===== config.mk =====
export PLATFORM = sky130hd
export DESIGN_NAME = async_req_master
export DESIGN_NICKNAME = d
export VERILOG_FILES = /design/src/rtl/karin_hs_pkg.sv /design/src/rtl/karin_sync_bit.sv /design/src/rtl/async_req_master.sv
export SDC_FILE = /design/constraint.sdc
export NUM_CORES = 1
export LEC_CHECK = 0
export CAP_MARGIN = 20
export CORE_ASPECT_RATIO = 0.7
export CORE_MARGIN = 2
export CORE_UTILIZATION = 30
export CTS_CLUSTER_DIAMETER = 120
export DETAILED_ROUTE_END_ITERATION = 7
export PLACE_DENSITY_LB_ADDON = 0.1
export SYNTH_ARGS = -nofsm -noshare
export SYNTH_HDL_FRONTEND = slang
export SYNTH_HIERARCHICAL = 1
export SYNTH_SLANG_ARGS = --single-unit

===== constraint.sdc =====
create_clock -name clk -period 1.8 [get_ports clk]
set_input_delay 0.45 -clock clk [delete_from_list [all_inputs] [get_ports clk]]
set_output_delay 0.45 -clock clk [all_outputs]
set_load 0.01 [all_outputs]

===== src/rtl/karin_hs_pkg.sv =====
// Shared types and defaults for the Karin 2-phase req/fin bridges.
package karin_hs_pkg;

    localparam int unsigned KARIN_WIDTH       = 32;
    localparam int unsigned KARIN_SYNC_STAGES = 2;

    typedef enum logic [2:0] {
        StIdle,
        StSetup,
        StWaitFin,
        StSettle,
        StDone,
        StAbandon
    } karin_state_e;

endpackage


===== src/rtl/karin_sync_bit.sv =====
// Multi-flop synchroniser for a single asynchronous bit, synchronously reset to 0.
module karin_sync_bit #(
    parameter int unsigned STAGES = 2
) (
    input  logic clk,
    input  logic rst_n,
    input  logic d_i,
    output logic q_o
);

    logic [STAGES-1:0] sync_q;
    logic [STAGES-1:0] sync_d;

    always_comb begin
        sync_d = {sync_q[STAGES-2:0], d_i};
    end

    always_ff @(posedge clk) begin
        if (!rst_n) begin
            sync_q <= '0;
        end else begin
            sync_q <= sync_d;
        end
    end

    assign q_o = sync_q[STAGES-1];

endmodule


===== src/rtl/async_req_master.sv =====
// Clocked initiator for the Karin 2-phase bundled-data handshake: launches an operand
// toward a self-timed block, waits for fin, and returns the captured result.
module async_req_master
    import karin_hs_pkg::*;
#(
    parameter int unsigned WIDTH       = KARIN_WIDTH,
    parameter int unsigned SYNC_STAGES = KARIN_SYNC_STAGES,
    parameter int unsigned SETUP_CYC   = 2,
    parameter int unsigned SETTLE_CYC  = 1,
    parameter int unsigned TIMEOUT     = 65535,
    parameter int unsigned CNT_W       = 16
) (
    input  logic             clk,
    input  logic             rst_n,
    input  logic             in_valid,
    output logic             in_ready,
    input  logic [WIDTH-1:0] in_n,
    output logic             out_valid,
    input  logic             out_ready,
    output logic [WIDTH-1:0] out_result,
    output logic             out_timeout,
    output logic             busy,
    output logic             req_o,
    input  logic             fin_i,
    output logic [WIDTH-1:0] n_o,
    input  logic [WIDTH-1:0] result_i
);

    localparam logic [CNT_W-1:0] SetupLast   = CNT_W'((SETUP_CYC == 0) ? 0 : SETUP_CYC - 1);
    localparam logic [CNT_W-1:0] SettleLast  = CNT_W'(SETTLE_CYC);
    localparam logic [CNT_W-1:0] TimeoutLast = CNT_W'((TIMEOUT == 0) ? 0 : TIMEOUT - 1);
    localparam bit               TimeoutEn   = (TIMEOUT != 0);

    karin_state_e         state_q, state_d;
    logic [CNT_W-1:0]     cnt_q, cnt_d, cnt_inc;
    logic                 req_q, req_d;
    logic [WIDTH-1:0]     n_q, n_d;
    logic                 out_valid_q, out_valid_d;
    logic [WIDTH-1:0]     out_result_q, out_result_d;
    logic                 out_timeout_q, out_timeout_d;
    logic [SYNC_STAGES-1:0] flush_q, flush_d;
    logic                 fin_s;
    logic                 phase_match;
    logic                 flush_done;
    logic                 in_ready_w;

    karin_sync_bit #(
        .STAGES(SYNC_STAGES)
    ) u_fin_sync (
        .clk  (clk),
        .rst_n(rst_n),
        .d_i  (fin_i),
        .q_o  (fin_s)
    );

    // The synchroniser holds 0 through reset; block acceptance until it carries real fin_i.
    assign flush_d     = {flush_q[SYNC_STAGES-2:0], 1'b1};
    assign flush_done  = flush_q[SYNC_STAGES-1];
    assign phase_match = (fin_s == req_q);
    assign in_ready_w  = (state_q == StIdle) && phase_match && flush_done;
    assign cnt_inc     = (cnt_q == {CNT_W{1'b1}}) ? cnt_q : cnt_q + CNT_W'(1);

    always_comb begin
        state_d       = state_q;
        cnt_d         = cnt_q;
        req_d         = req_q;
        n_d           = n_q;
        out_valid_d   = out_valid_q;
        out_result_d  = out_result_q;
        out_timeout_d = out_timeout_q;

        unique case (state_q)
            StIdle: begin
                if (in_valid && in_ready_w) begin
                    n_d     = in_n;
                    cnt_d   = '0;
                    state_d = StSetup;
                end
            end
            StSetup: begin
                if (cnt_q == SetupLast) begin
                    req_d   = ~req_q;
                    cnt_d   = '0;
                    state_d = StWaitFin;
                end else begin
                    cnt_d = cnt_inc;
                end
            end
            StWaitFin: begin
                if (phase_match) begin
                    cnt_d   = '0;
                    state_d = StSettle;
                end else if (TimeoutEn && (cnt_q == TimeoutLast)) begin
                    out_result_d  = '0;
                    out_timeout_d = 1'b1;
                    out_valid_d   = 1'b1;
                    state_d       = StAbandon;
                end else begin
                    cnt_d = cnt_inc;
                end
            end
            StSettle: begin
                if (cnt_q == SettleLast) begin
                    out_result_d  = result_i;
                    out_timeout_d = 1'b0;
                    out_valid_d   = 1'b1;
                    state_d       = StDone;
                end else begin
                    cnt_d = cnt_inc;
                end
            end
            StDone: begin
                if (out_ready) begin
                    out_valid_d = 1'b0;
                    state_d     = StIdle;
                end
            end
            StAbandon: begin
                if (out_valid_q && out_ready) begin
                    out_valid_d = 1'b0;
                end
                // Leave only once the late fin arrived and the timeout report is gone.
                if (phase_match && !out_valid_d) begin
                    state_d = StIdle;
                end
            end
            default: begin
                state_d = StIdle;
            end
        endcase
    end

    always_ff @(posedge clk) begin
        if (!rst_n) begin
            state_q       <= StIdle;
            cnt_q         <= '0;
            req_q         <= 1'b0;
            n_q           <= '0;
            out_valid_q   <= 1'b0;
            out_result_q  <= '0;
            out_timeout_q <= 1'b0;
            flush_q       <= '0;
        end else begin
            state_q       <= state_d;
            cnt_q         <= cnt_d;
            req_q         <= req_d;
            n_q           <= n_d;
            out_valid_q   <= out_valid_d;
            out_result_q  <= out_result_d;
            out_timeout_q <= out_timeout_d;
            flush_q       <= flush_d;
        end
    end

    assign in_ready    = in_ready_w;
    assign out_valid   = out_valid_q;
    assign out_result  = out_result_q;
    assign out_timeout = out_timeout_q;
    assign busy        = (state_q != StIdle);
    assign req_o       = req_q;
    assign n_o         = n_q;

endmodule


Word-level counts from Yosys, hierarchy flattened

Index checks and enable logic that the tools add are counted.
W data, S select, Z words.

$add $sub $neg: 1
Mux-type cells: 29
Equal/unequal tests: 19
Reductions and logical operators: 17
Bitwise gates (word level): 1

Operators by type and width:

| cell                    | count |
|---|---|
| $mux W16                | 6 |
| $mux W32                | 3 |
| $pmux W16 S4            | 1 |
| $pmux W32 S2            | 1 |
| $eq A16 B16 Y1 const B  | 2 |
| $mux W3                 | 7 |
| $pmux W3 S6             | 1 |
| $add A16 B1 Y16 const B | 1 |
| $eq A16 B1 Y1 const B   | 1 |
| $ne A2 B2 Y1 const B    | 7 |
| $mux W1                 | 8 |
| $reduce_and A4 Y1       | 2 |
| $reduce_bool A4 Y1      | 2 |
| $eq A3 B2 Y1 const B    | 2 |
| $eq A3 B3 Y1 const B    | 2 |
| $ne A3 B3 Y1 const B    | 2 |
| $reduce_and A6 Y1       | 1 |
| $logic_and A1 B1 Y1     | 5 |
| $reduce_and A5 Y1       | 1 |
| $pmux W1 S4             | 1 |
| $reduce_and A2 Y1       | 2 |
| $eq A3 B1 Y1 const B    | 1 |
| $logic_not A3 Y1        | 1 |
| $reduce_bool A3 Y1      | 1 |
| 6 further kinds         | 6 |

Word-level logic and storage cells: 77
Flip-flop bits (word level): 90
Output and inout port bits: 69
Bits of input ports: 69

Depth between registers and ports, before layout

Gate-level depths: netlist of the first run.

Depth in word-level cells: 7
Depth in mapped cells: 9
Depth with buffers taken out: 6

Modules after synthesis

Netlist of the first run, hierarchy kept.

By module, submodules not included:

| module           | times used | sequential area each (um^2) | area each (um^2) | cells each |
|---|---|---|---|---|
| async_req_master | 1          | 1,761.7                     | 4,028.9          | 489 |
| karin_sync_bit   | 1          | 40.0                        | 52.6             | 4 |

Worst setup path after synthesis of the first run

No wires, ideal clock.

Kind: register to register
Start: register cnt_q[2]
End: register cnt_q[5]
Data required time: 1,671 ps
Path buffers: 2
Arrival: 1,852 ps
Slack: -181 ps
Cell stages (with the launch flop): 8
Library setup time: 129 ps
Clock period less this slack: 1,981 ps
Path through: dfxtp_1 > or4_4 > nor4_4 > a311oi_1 > buf_2 > buf_6 > a211oi_1 > o22ai_1

Cells in the longest elaborated chain, start to end: 5
Elaborated cells between the ends (all ways): 13
Those cells by class: add/sub: 1; eq/ne: 5; mux: 6; reduce/logical: 1

RTL lines:

| item                                                     | RTL line                | text |
|---|---|---|
| start: declaration                                       | async_req_master.sv:35  | `logic [CNT_W-1:0] cnt_q, cnt_d, cnt_inc;` |
| start signal: assignment                                 | async_req_master.sv:145 | `cnt_q <= cnt_d;` |
| $add A16 B1 Y16 / $eq A16 B16 Y1 (equally long branches) | async_req_master.sv:61  | `assign cnt_inc = (cnt_q == {CNT_W{1'b1}}) ? cnt_q : cnt_q + CNT_W'(1);` |
| $mux W16                                                 | async_req_master.sv:61  |  |
| $mux W16                                                 | async_req_master.sv:93  | `end else if (TimeoutEn && (cnt_q == TimeoutLast)) begin` |
| $mux W16                                                 | async_req_master.sv:90  | `if (phase_match) begin` |
| $pmux W16 S4                                             | async_req_master.sv:72  | `unique case (state_q)` |

Several ways; a longest one is shown, not always the timed one. The select of a mux whose other input is x is not followed.
A chain may end at the register's enable or synchronous reset.

Final worst setup path of the first run

Start: register cnt_q[4]
End: register state_q[0]

Cells in the longest elaborated chain, start to end: 3
Elaborated cells between the ends (all ways): 6
Those cells by class: eq/ne: 5; reduce/logical: 1

RTL lines:

| item                                                                 | RTL line                                                                | text |
|---|---|---|
| $eq A16 B16 Y1 / $eq A16 B1 Y1 (equally long branches)               | async_req_master.sv:93, async_req_master.sv:81, async_req_master.sv:103 |  |
| $ne A3 B3 Y1 (no source line) / $ne A2 B2 Y1 (equally long branches) | --                                                                      |  |
| $reduce_and A6 Y1 (no source line) (*)                               | --                                                                      |  |
| end signal: assignment                                               | async_req_master.sv:135                                                 | `state_q <= StIdle;` |
| end signal: assignment                                               | async_req_master.sv:144                                                 | `state_q <= state_d;` |
| end: declaration                                                     | async_req_master.sv:34                                                  | `karin_state_e state_q, state_d;` |

Mark *: on every way between the ends. The rest lies on a longest branch, timed or not.

==> key figures, run 1 <==
Yosys
  • Register area share after synthesis: 44.14%
  • Cell area after synthesis: 0.004081 mm²
  • Yosys top cell by area: dfxtp_1
  • Synth warnings: 6
  • Syn_nets: 565
  • Synth unique cells: 48
  • Post-synth EDFFs: 0
  • Primary FF master, synth: dfxtp_1
  • Area contributors post-synth: dfxtp_1 (44%), nand2_1 (8.9%), a21oi_1 (8.2%), o211ai_1 (5.5%), nand3_1 (4.8%)
  • Most frequent cell after synthesis: nand2_1
  • Post-synth ARST share: 0%
  • Avg Cell Area, Syn: 8.279 µm²
  • Flops & latches, synth: 90
  • Cell count after synthesis: 493
  • Top-area cell type share of the netlist area: 44.14%
  • Most frequent cells after synthesis: nand2_1 (97), dfxtp_1 (90), a21oi_1 (67)

Clock network
  • CTS Buf Count: 9
  • Reg clk slew, reported paths: 70 ps
  • # hold bufs at CTS: 0
  • H-tree depth: 3
  • Skew-Pair Late Insertion Delay: 350 ps
  • Clock sinks: 90
  • CTS tree: built
  • CTS root buf: clkbuf_16
  • Bufs on Longest Clock Path: 2

Power and ir drop
  • Leakage power: 2.604 nW
  • Pwr dens: 787.6 mW/mm²
  • Max IR drop VDD: 530.1 µV

Setup path
  • CP max FO: 6
  • Reg-to-reg endpoint: state_q[0]
  • Worst r2r src: cnt_q[4]
  • WP data arrival: 2350 ps
  • Worst setup EP type: flip-flop
  • Startpoint types: flip-flop
  • Worst EP required: 2030 ps
  • R2R Setup Slk: -320 ps
  • Crit path kind: flip-flop to flip-flop
  • Setup crit start: cnt_q[4]
  • Worst Reg-to-Reg Cells: 7

Detailed routing
  • Number of vias in the routed layout: 4476
  • Residual DRC: 0
  • Starting DRT DRC Count: 210
  • Met1 WL: 7248 µm
  • First-pass detailed-route iteration total: 4
  • Met3 Routed Length: 1208 µm
  • Via density: 5.110
  • Metal2 WL: 6514 µm
  • DR top layer: met4
  • Post-DRT Antenna Nets: 0
  • Drt total wl: 15240 µm
  • Wire per inst: 17.39 µm

Cells and area
  • Final instance area: 0.007390 mm²
  • Nets: 758
  • N_diodes: 0
  • Post-layout util: 55.88%
  • Filler instances: 1194
  • Post-Layout Cell Count: 876
  • Area Growth Syn to Fin: 81.05%
  • Layout cells sized above 1: 32.56%

Place
  • Port Buffers: 137
  • Post-DP Area: 0.006196 mm²
  • DP Cell Count: 836
  • Routability cong.: 0.8204
  • Post-Place Worst Slack: -414.4 ps
  • Final HPWL DP: 9501 µm

Timing
  • Post-route minimum period: 2120 ps
  • Worst Tran Pin Value: 575.6 ps
  • Worst Skew: 6.964 ps
  • Worst slew margin: 61.36%
  • Hold violation count in the final report: 0
  • RSZ-0062 raised after global routing: true
  • Tcrit/Tclk final: 117.8%
  • Fmax: 471.7 MHz
  • Setup violations, final: 54
  • Final hold slack: 443.3 ps
  • Final WS setup: -320.0 ps
  • Pins Over Slew Limit: 0

Min path
  • Hold Path Class: flip-flop to flip-flop
  • Hold Crit Start: u_fin_sync/sync_q[0]
  • Hold depth: 1
  • Worst Hold Endpoint: u_fin_sync/sync_q[1]

Global route
  • Vias in the first global route: 4346
  • Maximum number of pins on one net before global-route repair: 33
  • First-pass GRT wire length: 22880 µm
  • Gr usage total: 19.92%
  • Grt ovf: 0
  • Initial antenna violation count: 0

Floorplanning
  • DIE WIDTH: 143.4 µm
  • FP Rows: 35
  • Die height: 101.6 µm
  • Core area: 0.01323 mm²
  • DIE AREA: 0.01457 mm²
  • Initial core utilization: 30.86%
  • Ports: 138

Status
  • Status: finished, violations left
  • Failing checks: setup timing

Run
  • Max-cap viol count: 0
metrics by stage:
step           setup TNS (ps)  power [mW]
2_1_floorplan           -2163       2.764
4_1_cts                -12050       5.759
3_5_place_dp           -14310       3.348
3_3_place_gp           -13300       3.343
6_report               -12910       5.820
5_1_grt                -16110       6.058
worst max path at each step:
stage	endpoint	slack, ps	cells after the start
after floorplan	cnt_q[5]	-170	7
after global placement	cnt_q[6]	-370	6
after detailed placement	cnt_q[0]	-410	5
after CTS	out_result[3]	-270	8
after global routing	cnt_q[0]	-370	7
final	state_q[0]	-320	7
cell usage in the layout, fill, tap and decap left out, drive strengths merged, types with 3 or more instances in the layout:
cell type,n
buf,89
a21oi,67
nor2,10
nor4,6
ha,3
or4,3
nand3,39
nor3,5
a311oi,4
o22ai,4
nand2,97
dfxtp,90
clkdlybuf4s50,133
o2111ai,3
o32ai,9
clkbuf,14
and2,5
a211oi,15
and4,4
o211ai,30
inv,11
nand2b,9
nand4,8
and3,7
cell type report:
cell class	count	area, µm²	share of cell area [%]
tap	185	231.5	3.132
timing repair buffer	228	2321	31.41
multi-input combinational	349	2650	35.86
clock buffer	10	229.0	3.099
inverter	8	30.03	0.4064
sequential	90	1831	24.77
clock inverter	6	97.59	1.321
kinds of logic (layout without fill, tap and decap cells):
group	count (synthesis)	in the layout	share of synthesized area, %
flip-flops	90	90	44.14
adder cells (fa/ha/maj)	3	3	0.9198
AO/OA/AOI/OAI	143	143	22.81
buffers and inverters	54	252	6.101
XOR/XNOR	3	3	0.6439
AND/OR/NAND/NOR	200	200	25.38
repair_timing:
item	CTS	global route
setup endpoints to repair	57	56
buffers inserted	9	8
resized for setup	67	68
cloned	4	5
pin swaps	34	35
flip-flops by register name, summed over array words and instances (netlist names):
register,cells
state_q,3
n_o,32
u_fin_sync/sync_q,2
out_result,32
cnt_q,16
out_valid,1
req_o,1
flush_q,2
out_timeout,1
critical path, cell delays in order (launching register included):
cell	delay (ps)
dfxtp_4	370
or4_4	520
nor4_4	200
buf_4	170
a311oi_4	130
buf_4	180
and4_4	170
a211o_1	260
per-layer routing:
metal  vias to the layer above  GRT usage (%)
met2                       159          29.08
met5                         -              0
met3                        18          6.288
met1                      2132          28.11
met4                         0          6.033
li1                       2167              -
where the power goes:
| part | switching, mW | total [mW] | internal, mW |
|---|---|---|---|
| logic | 0.767 | 1.60 | 0.833 |
| clock network | 0.870 | 2.11 | 1.24 |
| registers | 0.0616 | 2.11 | 2.05 |
(Power assumes the default switching activity.)
==> run 2: changes to the inputs <==
--- a/config.mk
+++ b/config.mk
@@ -11,6 +11,7 @@
 export CORE_UTILIZATION = 30
 export CTS_CLUSTER_DIAMETER = 120
 export DETAILED_ROUTE_END_ITERATION = 7
+export GPL_ROUTABILITY_DRIVEN = 0
 export PLACE_DENSITY_LB_ADDON = 0.1
 export SYNTH_ARGS = -nofsm -noshare
 export SYNTH_HDL_FRONTEND = slang
==> results of run 2 <==
Same layout as run 1: the final DEF is identical, and so are final timing and power.
==> variant 1: new RTL, config.mk and constraints of run 1 <==
Make the reset (`rst_n`) asynchronous in 2 clocked blocks. Comments in the files are not updated.
--- a/src/rtl/karin_sync_bit.sv
+++ b/src/rtl/karin_sync_bit.sv
@@ -15,7 +15,7 @@
         sync_d = {sync_q[STAGES-2:0], d_i};
     end
 
-    always_ff @(posedge clk) begin
+    always_ff @(posedge clk or negedge rst_n) begin
         if (!rst_n) begin
             sync_q <= '0;
         end else begin
--- a/src/rtl/async_req_master.sv
+++ b/src/rtl/async_req_master.sv
@@ -130,7 +130,7 @@
         endcase
     end
 
-    always_ff @(posedge clk) begin
+    always_ff @(posedge clk or negedge rst_n) begin
         if (!rst_n) begin
             state_q       <= StIdle;
             cnt_q         <= '0;
Check against the original RTL: differs if rst_n is asserted again (counterexample within 4 cycles, from zero or initial values and one cycle with rst_n low); with rst_n held inactive, the same outputs for 10 cycles.
==> variant 1 against run 1 <==
  * The run still ends with setup timing left
  * Sequential cell count did not move
  * Routed wire length fell by 23%
  * Design area fell by 3.2%
  * Synthesized area rose by 4.7%
  * Final cell count fell by 9.5%
  * Non-clock buffer count fell by 5
  * Global-route usage fell by 4.3 points
  * Setup slack got worse by 63 ps
  * Critical path type unchanged
Power is not compared: it rests on default switching activity, and its combinational part moved more than twofold at a synthesized area within 25%.
==> variant 1: results (changes against run 1) <==
Run status
  • Status: complete, but fails checks
  • Violations in the final reports: setup timing

Detailed routing
  • Vias per Instance: 4.603 (-9.9%)
  • Average wire length per cell after detail routing: 14.87 um (-15%)
  • Detailed-routing iteration count for the pre-antenna-repair pass: 4 (unchanged)
  • Drt initial violations: 158 (-25%)

Place
  • Input/output buffers: 137 (unchanged)
  • Sum of net half-perimeters after detailed placement: 7987 um (-16%)
  • Last weighted congestion value of the routability-driven placer: 0.8853 (+7.9%)
  • Worst setup slack after placement: -641.8 ps (-227.3 ps)

STA
  • Layout Skew: 7.418 ps (+0.4536 ps)
  • Total negative slack for setup checks: -16990 ps (-4078 ps)
  • Setup violation total in the final timing report: 55 (+1.9%)
  • Setup slack of the critical path after layout: -382.6 ps (-62.53 ps)

Synth
  • Proportion of register bits with asynchronous set or reset after synthesis: 100.0% (+100 points)
  • Distinct cell type count of the synthesized netlist: 48 (unchanged)
  • Post-synthesis net count: 460 (-19%)
  • Leading post-synthesis cells by instance count: dfrtp_1, inv_1, mux2_2, nand3_1
  • Synth warnings: 6 (unchanged)
  • Sequential area share after synthesis: 52.72% (+8.6 points)
  • Largest cells by area after synthesis: dfrtp_1, mux2_2, nand3_2, o21ai_2, inv_1

Critical path
  • Critical path's top delay family: simple AND/OR/NAND/NOR gates
  • CP max FO: 6 (unchanged)
  • Max stage delay on crit path: 570 ps (+50 ps)
  • Cell at the slowest stage of the critical path: or4_4
  • WP data arrival: 2410 ps (+60 ps)

Clocking
  • Maximum buffer depth of the clock tree: 2 (unchanged)
  • H-tree levels: 3 (unchanged)
  • Cts hold-fix bufs: 0 (unchanged)
  • Gates resized, CTS repair: 65 (-3.0%)
  • Post-CTS Repair Setup Buffers: 16 (+7)
  • Skew-Pair Late Insertion Delay: 340 ps
  • Clock slew seen by the registers of the worst setup and hold paths: 70 ps (about the same)
  • Clock buffers created by TritonCTS: 9 (unchanged)
  • CTS root buf: clkbuf_16

Final layout
  • Fillers: 1245 (+4.3%)
  • Antenna fix cells: 0 (unchanged)
  • Net count, final: 672 (-11%)
  • Fraction of layout cells with a size suffix above 1: 37.98% (+5.4 points)

Power and ir drop
  • Internal Pwr Total: 7.308 mW
  • Pwr dens: 1575 nW/um2
  • Power drawn by the sequential cells: 3.15 mW
  • Leakage Power: 2.985 nW
  • Largest vdd supply drop: 0.7285 mV
  • Clock power frac: 17.2%

Global route
  • Maximum number of pins on one net before global-route repair: 38 (+15%)
  • Antenna violations before repair: 0 (unchanged)
  • Via count of the first global-routing pass: 3849 (-11%)
  • Total routing usage reported by global routing: 15.61% (-4.3 points)
  • Wire length of the first global-routing pass: 19160 um (-16%)

Min path
  • Class of the most critical hold timing path: in2async
## variant 1: changes by cell type after synthesis, sizes merged, moves of 8 or more
| cell | delta |
|---|---|
| a211oi | -14 |
| a21oi | -57 |
| clkbuf | -17 |
| dfrtp | +90 |
| dfxtp | -90 |
| inv | +32 |
| mux2 | +34 |
| nand2 | -85 |
| o211ai | -30 |
| o21ai | +45 |
| o31ai | +8 |
| o32ai | -9 |
## variant 1: worst paths after layout
path | from | endpoint | slack, ps | cells past startpoint
worst max-delay path | cnt_q[9] | cnt_q[12] | -380 | 8
max in group asynchronous | rst_n | cnt_q[8] | 1240 | 2
min in group clk | flush_q[0] | flush_q[1] | 360 | 0
worst min-delay path | rst_n | n_o[16] | 7 | 1
worst min register to register | flush_q[0] | flush_q[1] | 360 | 0
worst max register to register | cnt_q[9] | cnt_q[12] | -380 | 8
## variant 1: per-stage QoR
step | hold WS [ps] | instance area [um2] | std cells
6_report | 6.878 | 7152 | 793
5_1_grt | 23.15 | 7152 | 793
4_1_cts | 10.19 | 7056 | 792
3_5_place_dp | 342.5 | 6421 | 759
3_3_place_gp | 332.3 | 6421 | 759
2_1_floorplan | 154.4 | 4329 | 386
## variant 1: final cells by class
class,instances,share of cell area [%]
Sequential cell,90,31.54
Clock buffer,11,3.394
Timing Repair Buffer,223,30.69
Tap cell,190,3.324
Clock inverter,5,0.8747
Multi-Input combinational cell,234,28.08
Inverter,40,2.099
## variant 1: logic make-up after synthesis
family | share of synthesized area, %
muxes | 9.197
other | 0.08779
xor gates and xnor gates | 1.055
adders and majority gates | 1.465
DFF | 52.72
and+or+nand+nor | 15.23
AOI/OAI and AO/OA | 13.30
buffers and inverters | 6.942
## variant 1: per-layer routing
metal	wire [um]	track usage, %
met5	0	0
met4	95	4.230
met3	981	6.476
met2	5398	23.64
met1	5314	20.60
==> variant 2: new RTL, flow settings as in run 1 <==
Made on the original files. `KARIN_SYNC_STAGES`: 2 -> 4.
--- a/src/rtl/karin_hs_pkg.sv
+++ b/src/rtl/karin_hs_pkg.sv
@@ -2,7 +2,7 @@
 package karin_hs_pkg;
 
     localparam int unsigned KARIN_WIDTH       = 32;
-    localparam int unsigned KARIN_SYNC_STAGES = 2;
+    localparam int unsigned KARIN_SYNC_STAGES = 4;
 
     typedef enum logic [2:0] {
         StIdle,
Function: changed (Yosys sat finds a counterexample within 4 cycles, from zero or initial values and one cycle with rst_n low).
==> variant 2 against run 1 <==
  * The run still ends with setup timing left
  * Design area barely moved
  * Synthesized area rose by 2.8%
  * Sequential cell count rose by 4
  * Combinational power fell by 29%
  * Critical path depth rose by 1
  * Worst hold slack got worse by 9.5 ps
  * Total power fell by 8.3%
  * Routed wire length fell by 7.4%
  * Setup slack improved by 120 ps
==> variant 2: results (changes against run 1) <==
Global route
  • Maximum number of pins on one net before global-route repair: 50 (+52%)
  • Wire length of the first global-routing pass: 21520 um (-5.9%)
  • Via count of the first global-routing pass: 4058 (-6.6%)
  • Total routing usage reported by global routing: 17.96% (-2.0 points)
  • Antenna violations before repair: 0 (unchanged)

Synth
  • Distinct cell type count of the synthesized netlist: 60 (+25%)
  • Proportion of register bits with asynchronous set or reset after synthesis: 0% (unchanged)
  • Synth warnings: 6 (unchanged)
  • Largest cells by area after synthesis: dfxtp_1, nand2_1, a21boi_1, a21boi_0, nand3_1
  • Post-synthesis net count: 552 (-2.3%)
  • Sequential area share after synthesis: 44.84% (+0.70 points)
  • EDFF count, synth: 0 (unchanged)
  • Leading post-synthesis cells by instance count: nand2_1, dfxtp_1, nand3_1, a21boi_1, a21boi_0

Clocking
  • Maximum buffer depth of the clock tree: 2 (unchanged)
  • CTS root buf: clkbuf_16
  • Skew-Pair Late Insertion Delay: 340 ps
  • Clock slew seen by the registers of the worst setup and hold paths: 70 ps (about the same)
  • H-tree levels: 3 (unchanged)
  • Clock buffers created by TritonCTS: 9 (unchanged)

STA
  • Worst slew slack as a fraction of its limit: 71.76% (+10 points)
  • Layout Skew: 9.663 ps (+2.699 ps)
  • Setup violation total in the final timing report: 43 (-20%)
  • Setup slack of the critical path after layout: -197.4 ps (+122.6 ps)

Final layout
  • Net count, final: 758 (unchanged)
  • Antenna fix cells: 0 (unchanged)
  • Fraction of layout cells with a size suffix above 1: 32.42% (-0.14 points)

Critical path
  • CP max FO: 5 (-1)
  • Critical path launch point: cnt_q[2]
  • Reg2Reg Depth: 8 (+1)
  • WP data arrival: 2200 ps (-150 ps)
  • R2R Setup Slk: -200 ps (+120 ps)
  • Worst Setup EP: cnt_q[0]

Place
  • Worst setup slack after placement: -449.1 ps (-34.68 ps)
  • Last weighted congestion value of the routability-driven placer: 0.9201 (+12%)
  • Sum of net half-perimeters after detailed placement: 9419 um (-0.86%)
  • Input/output buffers: 137 (unchanged)

Detailed routing
  • Detailed-routing iteration count for the pre-antenna-repair pass: 4 (unchanged)
  • Final routed wirelength across all metal layers: 14110 um (-7.4%)
  • Vias after detailed routing: 4329 (-3.3%)
  • Drt initial violations: 205 (-2.4%)

Run status
  • Status: complete, but fails checks
  • Violations in the final reports: setup timing

Power and ir drop
  • Largest vdd supply drop: 0.4942 mV (-6.8%)
  • Leakage Power: 2.554 nW (-1.9%)

Min path
  • Class of the most critical hold timing path: reg2reg
==> variant 2: cell families after synthesis <==
| logic type | count (synthesis) | synth area share [%] |
|---|---|---|
| fa+ha+maj | 3 | 0.8945 |
| simple gates | 218 | 25.85 |
| compound gates | 122 | 22.66 |
| buf+inv | 41 | 5.158 |
| flops | 94 | 44.84 |
| xor+xnor | 2 | 0.5964 |
==> variant 2: stage by stage <==
step                hold WS (ps)  area (um2)  setup TNS [ps]  std cells
floorplan                  405.7        4215               0        480
global placement           413.5        6256          -10990        843
detailed placement         420.7        6256          -11510        843
CTS                        437.3        6883          -812.0        871
global route               448.8        7392           -7309        881
finish                     433.8        7392           -3222        881
==> variant 2: worst max-delay path, cell delays in order (launching register included) <==
cell and delay [ps]:
dfxtp_4 370, nor4_4 250, buf_4 160, and4_4 250, buf_6 110, o21ai_4 100
buf_12 170, a211oi_4 300, o32ai_2 140
==> variant 2: metal layers <==
metal | wire [um] | track usage, %
met2 | 6166 | 26.54
met4 | 189 | 4.902
met3 | 904 | 5.575
met1 | 6851 | 25.37
met5 | 0 | 0
==> variant 2: area by class of cell <==
| class | count | area [um2] |
|---|---|---|
| Multi-Input combinational cell | 346 | 2635 |
| Timing Repair Buffer | 230 | 2263 |
| Tap cell | 190 | 237.7 |
| Clock inverter | 7 | 107.6 |
| Clock buffer | 9 | 225.2 |
| Fill cell | 1257 | 6391 |
| Inverter | 5 | 18.77 |
| Sequential cell | 94 | 1904 |
==> variant 2: worst min path at each step <==
stage | from | to | slack, ps | depth (start not counted)
CTS | flush_q[0] | flush_q[1] | 440 | 1
floorplan | u_fin_sync/sync_q[1] | u_fin_sync/sync_q[2] | 410 | 1
global route | flush_q[1] | flush_q[2] | 450 | 1
detailed placement | u_fin_sync/sync_q[1] | u_fin_sync/sync_q[2] | 420 | 1
global placement | flush_q[0] | flush_q[1] | 410 | 1
finish | u_fin_sync/sync_q[1] | u_fin_sync/sync_q[2] | 430 | 1
==> variant 2: where the power goes <==
part | leakage (nW) | switching [mW] | total (mW) | internal, mW
combinational | 1.62 | 0.526 | 1.14 | 0.610
clock | 0.163 | 0.850 | 2.09 | 1.24
sequential | 0.767 | 0.0123 | 2.12 | 2.10
==> variant 2: what timing repair did <==
action | in CTS | in global routing
setup endpoints to repair | 52 | 65
gates resized for setup | 57 | 89
pin swaps | 10 | 77
gates cloned | 0 | 5
buffers inserted | 12 | 7
